==> config.mk <==
export PLATFORM = sky130hd
export DESIGN_NAME = pc_rx_cfg_extract
export DESIGN_NICKNAME = d
export VERILOG_FILES = /design/src/rtl/pc_rx_cfg_extract.sv
export SDC_FILE = /design/constraint.sdc
export NUM_CORES = 1
export LEC_CHECK = 0
export CAP_MARGIN = 20
export CORE_MARGIN = 2
export CORE_UTILIZATION = 50
export DETAILED_ROUTE_END_ITERATION = 8
export GPL_ROUTABILITY_DRIVEN = 0
export PLACE_DENSITY = 0.81
export SLEW_MARGIN = 20
export SYNTH_ARGS = -nofsm -noshare
export SYNTH_HDL_FRONTEND = slang
export SYNTH_SLANG_ARGS = --single-unit
==> constraint.sdc <==
create_clock -name clk_sys -period 3.2 [get_ports clk_sys]
set_input_delay 0.48 -clock clk_sys [delete_from_list [all_inputs] [get_ports clk_sys]]
set_output_delay 0.48 -clock clk_sys [all_outputs]
set_load 0.05 [all_outputs]
==> src/rtl/pc_rx_cfg_extract.sv <==
// pc_rx_cfg_extract: pops one frame-info record per frame, reads the
// frame payload from the frame BRAM and emits indexed config words.
//
// Ports:
//   clk_sys, rst_n         clock, synchronous active-low reset
//   fififo_rd_en/_data/_empty   frame info FIFO (1-cycle read latency)
//   fdram_rd_req/_ack/_done     BRAM read-port arbitration
//   fdram_rd_addr/_data         BRAM read port (1-cycle read latency)
//   cfg_data/_valid/word_idx    assembled config word stream
//   cfg_frame_done, cfg_len_err end-of-frame and bad-length pulses
module pc_rx_cfg_extract #(
  parameter int U_DLY      = 1,
  parameter int ADDR_W     = 12,
  parameter int WORD_BYTES = 2,
  parameter int MAX_WORDS  = 8,
  parameter int HDR_SKIP   = 2,
  parameter int FRAME_OVH  = 17
) (
  input  logic                    clk_sys,
  input  logic                    rst_n,
  output logic                    fififo_rd_en,
  input  logic [71:0]             fififo_rd_data,
  input  logic                    fififo_empty,
  output logic                    fdram_rd_req,
  input  logic                    fdram_rd_ack,
  output logic                    fdram_rd_done,
  output logic [ADDR_W-1:0]       fdram_rd_addr,
  input  logic [7:0]              fdram_rd_data,
  output logic [8*WORD_BYTES-1:0] cfg_data,
  output logic                    cfg_data_valid,
  output logic [7:0]              cfg_word_idx,
  output logic                    cfg_frame_done,
  output logic                    cfg_len_err
);

  localparam int DW = 8 * WORD_BYTES;
  localparam logic [31:0] UDLY_V = U_DLY;

  typedef enum logic [2:0] {
    S_IDLE,
    S_POP,
    S_LATCH,
    S_REQ,
    S_READ,
    S_DONE
  } state_t;

  state_t state_q, state_d;

  logic              rd_en_q, rd_en_d;
  logic              req_q, req_d;
  logic              rd_done_q, rd_done_d;
  logic [ADDR_W-1:0] addr_q, addr_d;
  logic [DW-1:0]     data_q, data_d;
  logic              valid_q, valid_d;
  logic [7:0]        idx_q, idx_d;
  logic              fdone_q, fdone_d;
  logic              len_err_q, len_err_d;
  logic              err_q, err_d;
  logic [8:0]        n_q, n_d;
  logic [10:0]       nb_q, nb_d;
  logic [10:0]       issue_q, issue_d;
  logic              cap_q, cap_d;
  logic [1:0]        bcnt_q, bcnt_d;
  logic [DW-1:0]     shift_q, shift_d;
  logic [8:0]        wcnt_q, wcnt_d;

  // Length decode straight off the FIFO output, used in LATCH.
  logic [31:0]       len_w;
  logic [ADDR_W-1:0] sa_w;
  logic [31:0]       pay_w;
  logic [31:0]       wds_w;
  logic              rem_w;
  logic              ovf_w;
  logic [8:0]        n_w;
  logic [DW-1:0]     asm_w;

  assign len_w = fififo_rd_data[31:0];
  assign sa_w  = fififo_rd_data[40 +: ADDR_W];
  assign pay_w = (len_w >= 32'(FRAME_OVH)) ?
                 (len_w - 32'(FRAME_OVH)) : 32'd0;
  assign wds_w = pay_w / 32'(WORD_BYTES);
  assign rem_w = (pay_w % 32'(WORD_BYTES)) != 32'd0;
  assign ovf_w = wds_w > 32'(MAX_WORDS);
  assign n_w   = ovf_w ? 9'(MAX_WORDS) : wds_w[8:0];

  // Big-endian assembly: earlier bytes shift toward the MSB.
  assign asm_w = DW'({shift_q, fdram_rd_data});

  always_comb begin
    state_d   = state_q;
    rd_en_d   = 1'b0;
    req_d     = req_q;
    rd_done_d = 1'b0;
    addr_d    = addr_q;
    data_d    = data_q;
    valid_d   = 1'b0;
    idx_d     = idx_q;
    fdone_d   = 1'b0;
    len_err_d = 1'b0;
    err_d     = err_q;
    n_d       = n_q;
    nb_d      = nb_q;
    issue_d   = issue_q;
    cap_d     = 1'b0;
    bcnt_d    = bcnt_q;
    shift_d   = shift_q;
    wcnt_d    = wcnt_q;
    unique case (state_q)
      S_IDLE: begin
        if (!fififo_empty) begin
          state_d = S_POP;
          rd_en_d = 1'b1;
        end
      end
      S_POP: begin
        state_d = S_LATCH;
      end
      S_LATCH: begin
        addr_d  = sa_w + ADDR_W'(HDR_SKIP);
        err_d   = (wds_w == 32'd0) | rem_w | ovf_w;
        n_d     = n_w;
        nb_d    = 11'(n_w) * 11'(WORD_BYTES);
        issue_d = '0;
        bcnt_d  = '0;
        wcnt_d  = '0;
        if (wds_w == 32'd0) begin
          len_err_d = 1'b1;
          state_d   = S_IDLE;
        end else begin
          req_d   = 1'b1;
          state_d = S_REQ;
        end
      end
      S_REQ: begin
        if (fdram_rd_ack) begin
          req_d   = 1'b0;
          state_d = S_READ;
        end
      end
      S_READ: begin
        // Issue side: the last address is held so no extra
        // address appears on the bus after the final byte.
        if (issue_q != nb_q) begin
          cap_d   = 1'b1;
          issue_d = issue_q + 11'd1;
          if (issue_q != nb_q - 11'd1) begin
            addr_d = addr_q + 1'b1;
          end
        end
        // Capture side: cap_q marks a byte on fdram_rd_data.
        if (cap_q) begin
          if (bcnt_q == 2'(WORD_BYTES - 1)) begin
            data_d  = asm_w;
            valid_d = 1'b1;
            idx_d   = wcnt_q[7:0];
            wcnt_d  = wcnt_q + 9'd1;
            bcnt_d  = '0;
          end else begin
            shift_d = asm_w;
            bcnt_d  = bcnt_q + 2'd1;
          end
        end
        if (valid_q && (wcnt_q == n_q)) begin
          state_d   = S_DONE;
          rd_done_d = 1'b1;
          fdone_d   = 1'b1;
          len_err_d = err_q;
        end
      end
      S_DONE: begin
        state_d = S_IDLE;
      end
      default: begin
        state_d = S_IDLE;
      end
    endcase
  end

  always_ff @(posedge clk_sys) begin
    if (!rst_n) begin
      state_q   <= S_IDLE;
      rd_en_q   <= 1'b0;
      req_q     <= 1'b0;
      rd_done_q <= 1'b0;
      addr_q    <= '0;
      data_q    <= '0;
      valid_q   <= 1'b0;
      idx_q     <= '0;
      fdone_q   <= 1'b0;
      len_err_q <= 1'b0;
      err_q     <= 1'b0;
      n_q       <= '0;
      nb_q      <= '0;
      issue_q   <= '0;
      cap_q     <= 1'b0;
      bcnt_q    <= '0;
      shift_q   <= '0;
      wcnt_q    <= '0;
    end else begin
      state_q   <= state_d;
      rd_en_q   <= rd_en_d;
      req_q     <= req_d;
      rd_done_q <= rd_done_d;
      addr_q    <= addr_d;
      data_q    <= data_d;
      valid_q   <= valid_d;
      idx_q     <= idx_d;
      fdone_q   <= fdone_d;
      len_err_q <= len_err_d;
      err_q     <= err_d;
      n_q       <= n_d;
      nb_q      <= nb_d;
      issue_q   <= issue_d;
      cap_q     <= cap_d;
      bcnt_q    <= bcnt_d;
      shift_q   <= shift_d;
      wcnt_q    <= wcnt_d;
    end
  end

  assign fififo_rd_en   = rd_en_q;
  assign fdram_rd_req   = req_q;
  assign fdram_rd_done  = rd_done_q;
  assign fdram_rd_addr  = addr_q;
  assign cfg_data       = data_q;
  assign cfg_data_valid = valid_q;
  assign cfg_word_idx   = idx_q;
  assign cfg_frame_done = fdone_q;
  assign cfg_len_err    = len_err_q;

  logic unused_ok;
  assign unused_ok = ^{fififo_rd_data[39:32],
                       fififo_rd_data[71:40+ADDR_W],
                       UDLY_V};

endmodule

==> summary.txt, run 1 <==
Peak Freq = 333 MHz
Total Routing Usage GR = 25.9%
Initial Utilization = 51.7%
H-Tree Depth = 3
Via count = 5433
CP most frequent cell = or4_4
Most frequent cells in the layout = 97 x clkdlybuf4s50_1, 92 x nand2_1, 85 x dfxtp_1
Max-cap viol count = 0
Critical-path top delay cell = or4_4
I/O Buffers = 97
Die span in x = 105 microns
P_leak = 2.50 nW
First-pass GRT wire length = 23800 microns
Grt total ovfl = 0
Setup slack, reg-to-reg = 0.35 ns
Min Tclk post-route = 3.00 ns
Mapped Area = 0.00505 sq mm
Dpl ws = -0.223 ns
Syn Area/Cell = 7.61 sq um
Worst relative slew slack = 56.1%
Antenna violations before repair = 0
P per Cell Area = 420 mW/mm^2
Pin count of the biggest net entering global routing = 34
EDFF count, synth = 0
Layout cells sized above 1 = 9.69%
Worst Tran Pin Value = 0.654 ns
Critical Path Sink Type = register
Most common cell after layout, fill and taps aside = clkdlybuf4s50_1
Initial DRC count = 412
Routed wire per std cell = 15.5 microns
Max IR drop VDD = 331 uV
Worst Hold Class = register to register
WS Path Type = input port to register
Critical-path cell list = clkdlybuf4s50_1 > or4_4 > or4_4 > o31a_1 > a211oi_1 > nand4_1 > buf_4 > o211ai_1 > nor3b_2
Required @ worst endpoint = 3.49 ns
Post-synthesis cell count = 664
CTS Buffer Depth = 2
CTS Hold Bufs = 0
Post-Place Cell Area = 0.00637 sq mm
Vias per std cell = 5.92
CTS Sinks = 85
Clock Tree Root = clkbuf_8
Register clock-pin slew on the reported worst setup and hold paths = 0.09 ns
Vias in the first global route = 5095
RSZ-0062 raised after global routing = false
Final setup viols = 0
I/O pin cnt = 126
Crit Path Max Fanout = 6
Post-Route Skew = 0.0143 ns
Layout Area Growth over Synthesis = 30.7%
Drt total wl = 14300 microns
Fraction of registers with async set/reset = 0%
Die height = 105 microns
Core Area = 0.00977 sq mm
Crit path launch type = input port
Post-CTS Resized = 0
Critical path data arrival time = 3.29 ns
Dpl hpwl = 10800 microns
CTS Buf Count = 9
Post-DRT Antenna Nets = 0
DIE AREA = 0.0109 sq mm
Site Rows = 36
Number of fill cells = 793
Worst skew pair latency = 0.36 ns
Crit-path max cell delay = 0.56 ns
Post-route worst setup slack = 0.201 ns
Syn_nets = 755
Total Negative Setup Slacks = 0 ns
Tcrit/Tclk final = 93.7%
Router iterations before antenna repair = 5
Post-layout util = 67.6%
Final Hold Vio Count = 0
Synth Warn # = 0
Distinct cell type count after synthesis = 59
#FFs+latches synth = 85
Pins Over Slew Limit = 0
Final instance area = 0.00660 sq mm
Seq/Total Area, Yosys = 33.7%
# nets final = 870
Postcts setup bufs = 0
Main synth FF type = dfxtp_1
CTS tree = built
ANT cells = 0
Outcome = finished, final reports clean
DRC viols = 0
[path summary, 6_finish.rpt]
| check | cells after the start | to | start |
|---|---|---|---|
| setup / recovery | 9 | cfg_len_err | fififo_rd_data[12] |
| hold / removal | 2 | cfg_word_idx[3] | cfg_word_idx[3] |
| setup reg to reg | 9 | fdram_rd_addr[3] | n_q[0] |
| hold reg to reg | 2 | cfg_word_idx[3] | cfg_word_idx[3] |
[cell families after synthesis]
| logic type | after synthesis | synth area share [%] |
|---|---|---|
| AND/OR/NAND/NOR | 314 | 31.4 |
| buffers and inverters | 54 | 4.21 |
| AO/OA/AOI/OAI | 140 | 17.5 |
| XOR/XNOR | 51 | 8.84 |
| flip-flops | 85 | 33.7 |
| multiplexers | 13 | 2.60 |
| adder cells (fa/ha/maj) | 7 | 1.73 |
[sequential cells by signal, summed over array words and instances, names as in the netlist]
name and count:
cfg_word_idx 8, n_q 9, fififo_rd_en 1, cfg_data 16, cfg_len_err 1, cfg_data_valid 1
fdram_rd_req 1, state_q 3, issue_q 11, fdram_rd_addr 12, err_q 1, wcnt_q 9
shift_q 8, cfg_frame_done 1, cap_q 1, bcnt_q 2
[final cells by class]
class / instances / area (sq um) / area share (%)
multi-input combinational: 525 / 3160 / 47.8
sequential: 85 / 1700 / 25.8
timing repair buffer: 142 / 1310 / 19.8
tap: 133 / 166 / 2.52
clock buffer: 10 / 138 / 2.08
clock inverter: 6 / 70.1 / 1.06
inverter: 16 / 60.1 / 0.909
[Yosys cell counts, types with 5 or more instances]
cell type / instances / area share [%]
a211oi_1: 5 / 0.74
a21oi_1: 55 / 5.4
a31oi_1: 8 / 0.99
and2_1: 7 / 0.87
and3_1: 21 / 2.6
and4_1: 6 / 1.0
buf_2: 5 / 0.50
clkbuf_1: 31 / 2.3
dfxtp_1: 85 / 34
ha_1: 7 / 1.7
inv_1: 15 / 1.1
mux2i_1: 12 / 2.4
nand2_1: 92 / 6.8
nand3_1: 35 / 3.5
nand4_1: 17 / 2.1
nor2_1: 61 / 4.5
nor3_1: 21 / 2.1
nor4_1: 12 / 1.5
o211ai_1: 7 / 1.0
o21a_1: 5 / 0.74
o21ai_0: 22 / 2.2
or3_1: 5 / 0.62
or4_1: 6 / 0.89
xnor2_1: 29 / 5.0
xor2_1: 22 / 3.8
[report_power, final]
part           total [mW]  switching (mW)  internal (mW)
Combinational       0.799           0.482          0.317
Clock               0.788           0.401          0.387
Sequential           1.19          0.0732           1.12
Total                2.78           0.955           1.82
[worst max-delay path: cells and delay by family]
family                 cells  cell delay [ns]
AO/OA/AOI/OAI              3             0.75
AND/OR/NAND/NOR            4             1.46
buffers and inverters      2             0.61
[through the flow]
stage / power (mW) / hold WS (ns) / cells
CTS: 2.76 / 0.459 / 917
finish: 2.78 / 0.454 / 917
global placement: 1.96 / 0.437 / 901
global route: 2.89 / 0.477 / 917
detailed placement: 1.99 / 0.446 / 901
floorplan: 1.67 / 0.432 / 664
[metal layers]
metal,up-vias,track usage [%],wire length (microns)
li1,2620,-,-
met1,2537,34.2,6190
met2,247,42.9,6680
met3,29,4.70,1070
met4,0,8.30,308
met5,-,0,0
Note: power is estimated with default switching activity, not from simulation.
==> run 2: changes to the inputs <==
--- a/config.mk
+++ b/config.mk
@@ -6,6 +6,7 @@
 export NUM_CORES = 1
 export LEC_CHECK = 0
 export CAP_MARGIN = 20
+export CORE_ASPECT_RATIO = 0.8
 export CORE_MARGIN = 2
 export CORE_UTILIZATION = 50
 export DETAILED_ROUTE_END_ITERATION = 8
==> summary.txt, run 2 (synthesis gave the netlist of run 1 again) <==
Outcome = finished, final reports clean
Postcts setup bufs = 0 (unchanged)
P per Cell Area = 482 mW/mm^2 (+15%)
Max IR drop VDD = 322 uV (-2.8%)
Max reg flops = 16 (unchanged)
Total net switching power = 1.02 mW (+6.9%)
# nets final = 867 (-0.34%)
Reg-to-reg startpoint = n_q[0]
Core Area = 0.00973 sq mm (-0.46%)
CP startpoint = fififo_rd_data[12]
Routed wire per std cell = 17.4 microns (+12%)
Critical-path top delay cell = or4_1
Grt total ovfl = 0 (unchanged)
I/O Buffers = 97 (unchanged)
Crit-path max cell delay = 0.58 ns (+0.02 ns)
Worst Reg-to-Reg Cells = 9 (unchanged)
Pin count of the biggest net entering global routing = 33 (-2.9%)
Vias per std cell = 6.10 (+3.0%)
Worst Hold Class = register to register
CTS Buffer Depth = 2 (unchanged)
DIE AREA = 0.0109 sq mm (about the same)
I/O pin cnt = 126 (unchanged)
Layout Area Growth over Synthesis = 33.2%
Initial Utilization = 51.9% (+0.24 points)
Die span in x = 116 microns (+11%)
Critical Path Sink Type = register
Post-Layout Cell Count = 917 (unchanged)
Worst skew pair latency = 0.34 ns (-0.02 ns)
Final Hold Vio Count = 0 (unchanged)
CTS tree = built
Site Rows = 32 (-11%)
Crit path launch type = input port
P_leak = 2.56 nW (+2.3%)
Final setup viols = 0 (unchanged)
Required @ worst endpoint = 3.41 ns (-0.08 ns)
Crit Path Max Fanout = 5 (-1)
Worst relative slew slack = 55.6% (-0.49 points)
Peak Freq = 323 MHz (-3.1%)
Logic pwr share = 25.4% (-3.4 points)
WS Path Type = input port to register
CTS Sinks = 85 (unchanged)
Initial DRC count = 656 (+59%)
H-Tree Depth = 3 (unchanged)
Post-DRT Antenna Nets = 0 (unchanged)
RSZ-0062 raised after global routing = false
Critical path data arrival time = 3.30 ns (about the same)
Number of fill cells = 775 (-2.3%)
Hold path cells = 2 (unchanged)
Die height = 93.9 microns (-10%)
Router iterations before antenna repair = 8 (+3)
Levels on crit path = 8 (-1)
Max-cap viol count = 0 (unchanged)
Drt total wl = 16000 microns (+12%)
Sequential Power Share = 36.7% (-6.1 points)
Worst Tran Pin Value = 0.665 ns (+0.0104 ns)
Tcrit/Tclk final = 96.7% (+3.0 points)
Worst path bufs/invs = 1 (-1)
Vias in the first global route = 5211 (+2.3%)
Via count = 5598 (+3.0%)
First-pass GRT wire length = 25300 microns (+6.5%)
Post-Route Skew = 0.00608 ns (-0.00824 ns)
Total Routing Usage GR = 29.2% (+3.2 points)
Pins Over Slew Limit = 0 (unchanged)
ANT cells = 0 (unchanged)
Dpl hpwl = 11700 microns (+8.1%)
Clk network pwr share = 38.0% (+9.6 points)
Clock Tree Root = clkbuf_16
CTS Hold Bufs = 0 (unchanged)
Most frequent cells in the layout = 97 x clkdlybuf4s50_1, 92 x nand2_1, 85 x dfxtp_1
Cell internal pwr = 2.22 mW (+22%)
DRC viols = 0 (unchanged)
Cells after DPL = 901 (unchanged)
Layout cells sized above 1 = 9.09% (-0.60 points)
Hold_sp = cfg_data[4]
Post-layout util = 69.2% (+1.6 points)
Antenna violations before repair = 0 (unchanged)
Sw Share = 31.5% (-2.9 points)
Critical-path cell list = clkdlybuf4s50_1 > or4_4 > or4_1 > o41a_1 > a21oi_1 > nand4_1 > o21bai_1 > o21ai_0
Most common cell after layout, fill and taps aside = clkdlybuf4s50_1
Register clock-pin slew on the reported worst setup and hold paths = 0.06 ns (-0.03 ns)
CTS Buf Count = 9 (unchanged)
Power Total = 3.24 mW (+17%)
Min Tclk post-route = 3.09 ns (+0.0955 ns)
Critical path's top delay family = simple AND/OR/NAND/NOR gates
-- run 2: cell count changes in the layout (fill, tap and decap cells not counted), sizes merged --
cell / change
inv: +1
buf: -3
clkinv: -3
bufinv: +2
-- run 2: power groups by stage --
| stage | combinational, mW | sequential (mW) | clock [mW] |
|---|---|---|---|
| 6_report | 0.822 | 1.19 | 1.23 |
| 5_1_grt | 0.868 | 1.19 | 1.28 |
| 4_1_cts | 0.802 | 1.18 | 1.23 |
| 3_5_place_dp | 0.789 | 1.20 | 0 |
| 3_3_place_gp | 0.764 | 1.20 | 0 |
| 2_1_floorplan | 0.357 | 1.31 | 0 |
-- run 2: cell type report --
| cell class | instances | area, sq um | area share, % |
|---|---|---|---|
| tap | 136 | 170 | 2.53 |
| clock inverter | 6 | 116 | 1.73 |
| clock buffer | 10 | 239 | 3.55 |
| inverter | 16 | 60.1 | 0.893 |
| sequential | 85 | 1700 | 25.3 |
| timing repair buffer | 139 | 1290 | 19.1 |
| multi-input combinational | 525 | 3160 | 46.9 |
-- run 2: metal layers --
| metal | global-route usage, % | up-vias | part of all wire, % |
|---|---|---|---|
| li1 | - | 2607 | - |
| met4 | 8.63 | 0 | 2.1 |
| met5 | 0 | - | 0 |
| met1 | 40.0 | 2604 | 43 |
| met2 | 45.6 | 335 | 45 |
| met3 | 6.77 | 52 | 10 |
-- run 2: per-stage QoR --
step / hold WS, ns / worst slack [ns] / area (sq um) / TNS, ns
3_3_place_gp: 0.440 / -0.140 / 6350 / -0.761
5_1_grt: 0.473 / 0.0437 / 6730 / 0
4_1_cts: 0.457 / 0.128 / 6710 / 0
6_report: 0.453 / 0.106 / 6730 / 0
2_1_floorplan: 0.432 / 0.443 / 5050 / 0
3_5_place_dp: 0.447 / -0.210 / 6350 / -0.979
-- run 2: repair_timing --
action	CTS	global route
hold endpoints to repair	0	0
gates resized for setup	0	3
endpoints found under the setup margin	0	11
-- run 2: final timing paths --
path / endpoint / slack, ns
setup reg to reg: fdram_rd_addr[3] / 0.17
hold reg to reg: cfg_data[4] / 0.45
hold / removal: cfg_data[4] / 0.45
setup / recovery: state_q[0] / 0.11
-- run 2: tightest hold or removal path, cell delays in order, from the launching register on --
cell,delay [ns]
dfxtp_1,0.31
nand2_1,0.05
a21oi_1,0.05
==> run 3: changes to the inputs <==
--- a/config.mk
+++ b/config.mk
@@ -9,6 +9,7 @@
 export CORE_ASPECT_RATIO = 0.8
 export CORE_MARGIN = 2
 export CORE_UTILIZATION = 50
+export CTS_CLUSTER_DIAMETER = 30
 export DETAILED_ROUTE_END_ITERATION = 8
 export GPL_ROUTABILITY_DRIVEN = 0
 export PLACE_DENSITY = 0.81
==> results of run 3 <==
Same layout as run 2: the final DEF is identical, and so are final timing and power.
==> edit 1, RTL diff (settings of run 2) <==
Set the parameter `WORD_BYTES` to 1 (it was 2).
--- a/src/rtl/pc_rx_cfg_extract.sv
+++ b/src/rtl/pc_rx_cfg_extract.sv
@@ -11,7 +11,7 @@
 module pc_rx_cfg_extract #(
   parameter int U_DLY      = 1,
   parameter int ADDR_W     = 12,
-  parameter int WORD_BYTES = 2,
+  parameter int WORD_BYTES = 1,
   parameter int MAX_WORDS  = 8,
   parameter int HDR_SKIP   = 2,
   parameter int FRAME_OVH  = 17
Interface: changed (resized cfg_data); port bits go from 126 to 118. No check against the original RTL was run, so the function may have changed too.
==> edit 1 against run 2 <==
Clock power shrank 33%; routed wire length decreased by 17%; register-to-register slack improved by 0.22 ns; power fell by 23%; worst setup slack improved by 0.014 ns; die area down 13%; largest cell class unchanged; sequential cell count down 16; area after synthesis fell by 14%; count of clock-buffer cells in the layout up 1; final area is 13% lower; cell count decreased by 13%.
==> edit 1: results (changes against run 2) <==
* Outcome: complete, no violations
* Layout cells sized above 1 at 10.7% (+1.6 points)
* Max VDD drop at 306 uV (-4.9%)
* Pin count of the biggest net entering global routing at 24 (-27%)
* Worst Path Max Fanout at 7 (+2)
* Final Critical Period at 3.08 ns (-0.0139 ns)
* Initial DRC count at 353 (-46%)
* Final nets at 771 (-11%)
* Post-synthesis xor/xnor area fraction at 8.62% (-0.22 points)
* Arr. time, crit path at 3.33 ns (+0.03 ns)
* Post-Synthesis Cells at 568 (-14%)
* Setup Slack @ Placement at -0.318 ns (-0.108 ns)
* Pleak at 2.18 nW (-15%)
* Syn Nets at 661 (-12%)
* Worst reg2reg path depth at 8 (-1)
* Placed Area at 5570 um2 (-12%)
* DRT met1 WL at 5.66 mm (-18%)
* Top cells by count, synth: 72 x nand2_1, 69 x dfxtp_1, 53 x a21oi_1, 43 x nor2_1, 29 x o21ai_0
* CTS root buffer: clkbuf_8
* Clock Pin Slew Worst Setup and Hold Paths at 0.08 ns (+0.02 ns)
* R2R Setup Slk at 0.39 ns (+0.22 ns)
* Measured slew at the worst slew-check pin at 0.629 ns (-0.0352 ns)
* Seq/Total Area, Yosys at 31.6% (-2.1 points)
* Total Wirelength at 13.2 mm (-17%)
* Skew final at 0.0101 ns (+0.00406 ns)
* RR Startpoint: n_q[2]$_SDFFE_PN0P_
* Crit. Startpoint: fififo_rd_data[1]
* Final Instance Count excl. Fillers at 795 (-13%)
* Vias in the first global route at 4457 (-14%)
* R2r endpoint: fdram_rd_addr[6]$_SDFFE_PN0P_
[edit 1: cell count changes in the layout (fill, tap and decap cells not counted), moves of 7 or more]
cell	change
nand3_1	-13
o21ai_0	+7
nor2_1	-18
nand2_1	-20
mux2i_1	-8
clkdlybuf4s50_1	-8
clkbuf_8	+10
nor3_1	-9
dfxtp_1	-16
clkbuf_16	-9
xor2_1	-7
[edit 1: cell families after synthesis]
| kind of cell | count (synthesis) |
|---|---|
| compound gates | 136 |
| xor+xnor | 43 |
| fa+ha+maj | 9 |
| buf+inv | 46 |
| flops | 69 |
| mux | 4 |
| simple gates | 261 |
[edit 1: layout make-up]
cell class | count | area (um2)
well taps | 112 | 140
fillers | 700 | 2640
clock inverters | 5 | 82.6
repair buffers | 130 | 1200
clock buffers | 11 | 151
flip-flops and latches | 69 | 1380
inverters | 15 | 56.3
multi-input cells | 453 | 2830
[edit 1: worst min path at each step]
stage / cells after the start / slack (ns) / end / startpoint
3_5_place_dp: 2 / 0.45 / cfg_data[5]$_SDFFE_PN0P_ / cfg_data[5]$_SDFFE_PN0P_
4_1_cts: 2 / 0.46 / cfg_data[5]$_SDFFE_PN0P_ / cfg_data[5]$_SDFFE_PN0P_
2_1_floorplan: 2 / 0.44 / cfg_len_err$_SDFF_PN0_ / err_q$_SDFFE_PN0P_
6_report: 2 / 0.46 / cfg_data[5]$_SDFFE_PN0P_ / cfg_data[5]$_SDFFE_PN0P_
3_3_place_gp: 2 / 0.44 / cfg_data[4]$_SDFFE_PN0P_ / cfg_data[4]$_SDFFE_PN0P_
5_1_grt: 2 / 0.48 / cfg_data[0]$_SDFFE_PN0P_ / cfg_data[0]$_SDFFE_PN0P_
[edit 1: layer usage]
metal  vias to the layer above  track usage (%)
met4                         0             9.21
li1                       2288                -
met1                      2280             37.0
met2                       227             45.3
met5                         -                0
met3                        35             5.51
[edit 1: worst max-delay path, cell delays in order]
cell and delay (ns):
clkdlybuf4s50_1 0.42, inv_1 0.08, ha_1 0.22, nor3b_4 0.38
o211ai_1 0.16, o211a_1 0.29, or4b_1 0.55, nor4_2 0.31
nand3_1 0.20, o31ai_1 0.24
[edit 1: what timing repair did]
| action | 4_1_cts | 5_1_grt |
|---|---|---|
| hold buffers | 0 | 0 |
| setup buffers | 0 | 2 |
| setup endpoints to repair | 2 | 8 |
| resized for setup | 1 | 4 |
[edit 1: power breakdown]
group	switching [mW]	internal, mW	total, mW
Sequential	0.0684	0.910	0.978
Combinational	0.418	0.285	0.703
Clock	0.343	0.483	0.825
Total	0.829	1.68	2.51
==> edit 2, RTL diff (flow settings as in run 2) <==
Without the edit above. `addr_q`, `data_q`, `n_q`, `nb_q` and `shift_q` no longer have a reset.
--- a/src/rtl/pc_rx_cfg_extract.sv
+++ b/src/rtl/pc_rx_cfg_extract.sv
@@ -183,40 +183,38 @@
       rd_en_q   <= 1'b0;
       req_q     <= 1'b0;
       rd_done_q <= 1'b0;
-      addr_q    <= '0;
-      data_q    <= '0;
       valid_q   <= 1'b0;
       idx_q     <= '0;
       fdone_q   <= 1'b0;
       len_err_q <= 1'b0;
       err_q     <= 1'b0;
-      n_q       <= '0;
-      nb_q      <= '0;
       issue_q   <= '0;
       cap_q     <= 1'b0;
       bcnt_q    <= '0;
-      shift_q   <= '0;
       wcnt_q    <= '0;
     end else begin
       state_q   <= state_d;
       rd_en_q   <= rd_en_d;
       req_q     <= req_d;
       rd_done_q <= rd_done_d;
-      addr_q    <= addr_d;
-      data_q    <= data_d;
       valid_q   <= valid_d;
       idx_q     <= idx_d;
       fdone_q   <= fdone_d;
       len_err_q <= len_err_d;
       err_q     <= err_d;
-      n_q       <= n_d;
-      nb_q      <= nb_d;
       issue_q   <= issue_d;
       cap_q     <= cap_d;
       bcnt_q    <= bcnt_d;
-      shift_q   <= shift_d;
       wcnt_q    <= wcnt_d;
     end
+  end
+
+  always_ff @(posedge clk_sys) begin
+    addr_q  <= addr_d;
+    data_q  <= data_d;
+    n_q     <= n_d;
+    nb_q    <= nb_d;
+    shift_q <= shift_d;
   end
 
   assign fififo_rd_en   = rd_en_q;
Check against the original RTL: differs if rst_n is asserted again (counterexample within 4 cycles, from zero or initial values and one cycle with rst_n low); with rst_n held inactive, the same outputs for 10 cycles.
==> edit 2 against run 2 <==
Fmax down 0.24%; routed wire length decreased by 21%; sequential share of layout area up 7.4 points; global-route usage shrank 4.7 points; final area is 2.3% lower; critical endpoint is now n_q[3]$_SDFFCE_PN1P_; sequential cell count unchanged; worst setup slack lost 0.0075 ns; area after synthesis down 4.2%.
Power is not compared: it rests on default switching activity, and its combinational part moved more than twofold at a synthesized area within 25%.
==> edit 2: results (changes against run 2) <==
* R2R Setup Slk at 0.66 ns (+0.49 ns)
* Seq/Total Area, Yosys at 44.5% (+11 points)
* Initial DRC count at 329 (-50%)
* Hold depth at 0 (-2)
* Placed Area at 6230 um2 (-2.0%)
* Largest stage delay, worst path at 0.54 ns (-0.04 ns)
* Netlist cell types at 62 (+5.1%)
* Arr. time, crit path at 3.19 ns (-0.11 ns)
* Hold Crit Endpoint: cfg_data[14]$_DFFE_PP_
* Outcome: complete, no violations
* Met3 Routed Length at 905 um (-43%)
* Layout cells sized above 1 at 12.1% (+3.0 points)
* Post-synthesis xor/xnor area fraction at 10.9% (+2.0 points)
* DRT met1 WL at 5.60 mm (-19%)
* DR top layer: met4
* Min-delay src: shift_q[6]$_DFFE_PP_
* RR Startpoint: state_q[0]$_SDFFE_PN0P_
* Met2 WL at 5.98 mm (-16%)
* Met2 usage at 40.3% (-5.4 points)
* Vias in the first global route at 4397 (-16%)
* Total placed cells including tap cells at 763 (-15%)
* Vias at 4528 (-19%)
* Adder-cell share of the synthesized area at 1.81% (+0.076 points)
* GRT Util Overall at 24.4% (-4.7 points)
* EDFF count, synth at 45 (+45)
* Met3 Resource Use GR at 6.61% (-0.16 points)
* Final Instance Count excl. Fillers at 780 (-15%)
* Mux cell area share after synthesis at 0.620% (-2.0 points)
* Worst reg2reg path depth at 7 (-2)
* Overall Power at 2.66 mW
* Synth area leaders: edfxtp_1 28%, dfxtp_1 17%, xor2_1 5.6%, xnor2_1 5.2%, nand2_1 4.2%
* Drt pass-1 iters at 5 (-3)
* Clk_lat worst skew at 0.34 ns (about the same)
* Measured slew at the worst slew-check pin at 0.785 ns (+0.120 ns)
* Total Wirelength at 12.6 mm (-21%)
* Routing usage on met1 at 32.0% (-8.0 points)
* Pin count of the biggest net entering global routing at 28 (-15%)
* Slowest CP cell: or4_4
* Top cells by count, synth: 54 x nand2_1, 45 x edfxtp_1, 40 x dfxtp_1, 40 x nor2_1, 31 x xor2_1
* Post-Synthesis Cells at 520 (-22%)
* Compound-Gate Fraction of Synth Area at 12.8% (-4.6 points)
* R2r endpoint: wcnt_q[7]$_SDFFE_PN0P_
* WHS at 0.420 ns (-0.0329 ns)
* Skew final at 0.00806 ns (+0.00198 ns)
* DP HPWL at 9.22 mm (-21%)
* Max VDD drop at 519 uV
-- edit 2: layout make-up --
type | count | area, um2
fillers | 741 | 2960
clock inverters | 6 | 76.3
flip-flops and latches | 85 | 2150
clock buffers | 10 | 239
inverters | 13 | 48.8
multi-input cells | 402 | 2570
repair buffers | 145 | 1340
well taps | 119 | 149
-- edit 2: worst max-delay path by stage --
stage / from / end / slack, ns / cells past startpoint
2_1_floorplan: fififo_rd_data[8] / n_q[3]$_SDFFCE_PN1P_ / 0.21 / 8
3_3_place_gp: fififo_rd_data[8] / n_q[3]$_SDFFCE_PN1P_ / -0.18 / 8
3_5_place_dp: fififo_rd_data[8] / n_q[3]$_SDFFCE_PN1P_ / -0.20 / 8
4_1_cts: fififo_rd_data[8] / n_q[3]$_SDFFCE_PN1P_ / 0.15 / 8
5_1_grt: fififo_rd_data[8] / n_q[3]$_SDFFCE_PN1P_ / -0.002 / 8
6_report: fififo_rd_data[8] / n_q[3]$_SDFFCE_PN1P_ / 0.1 / 8
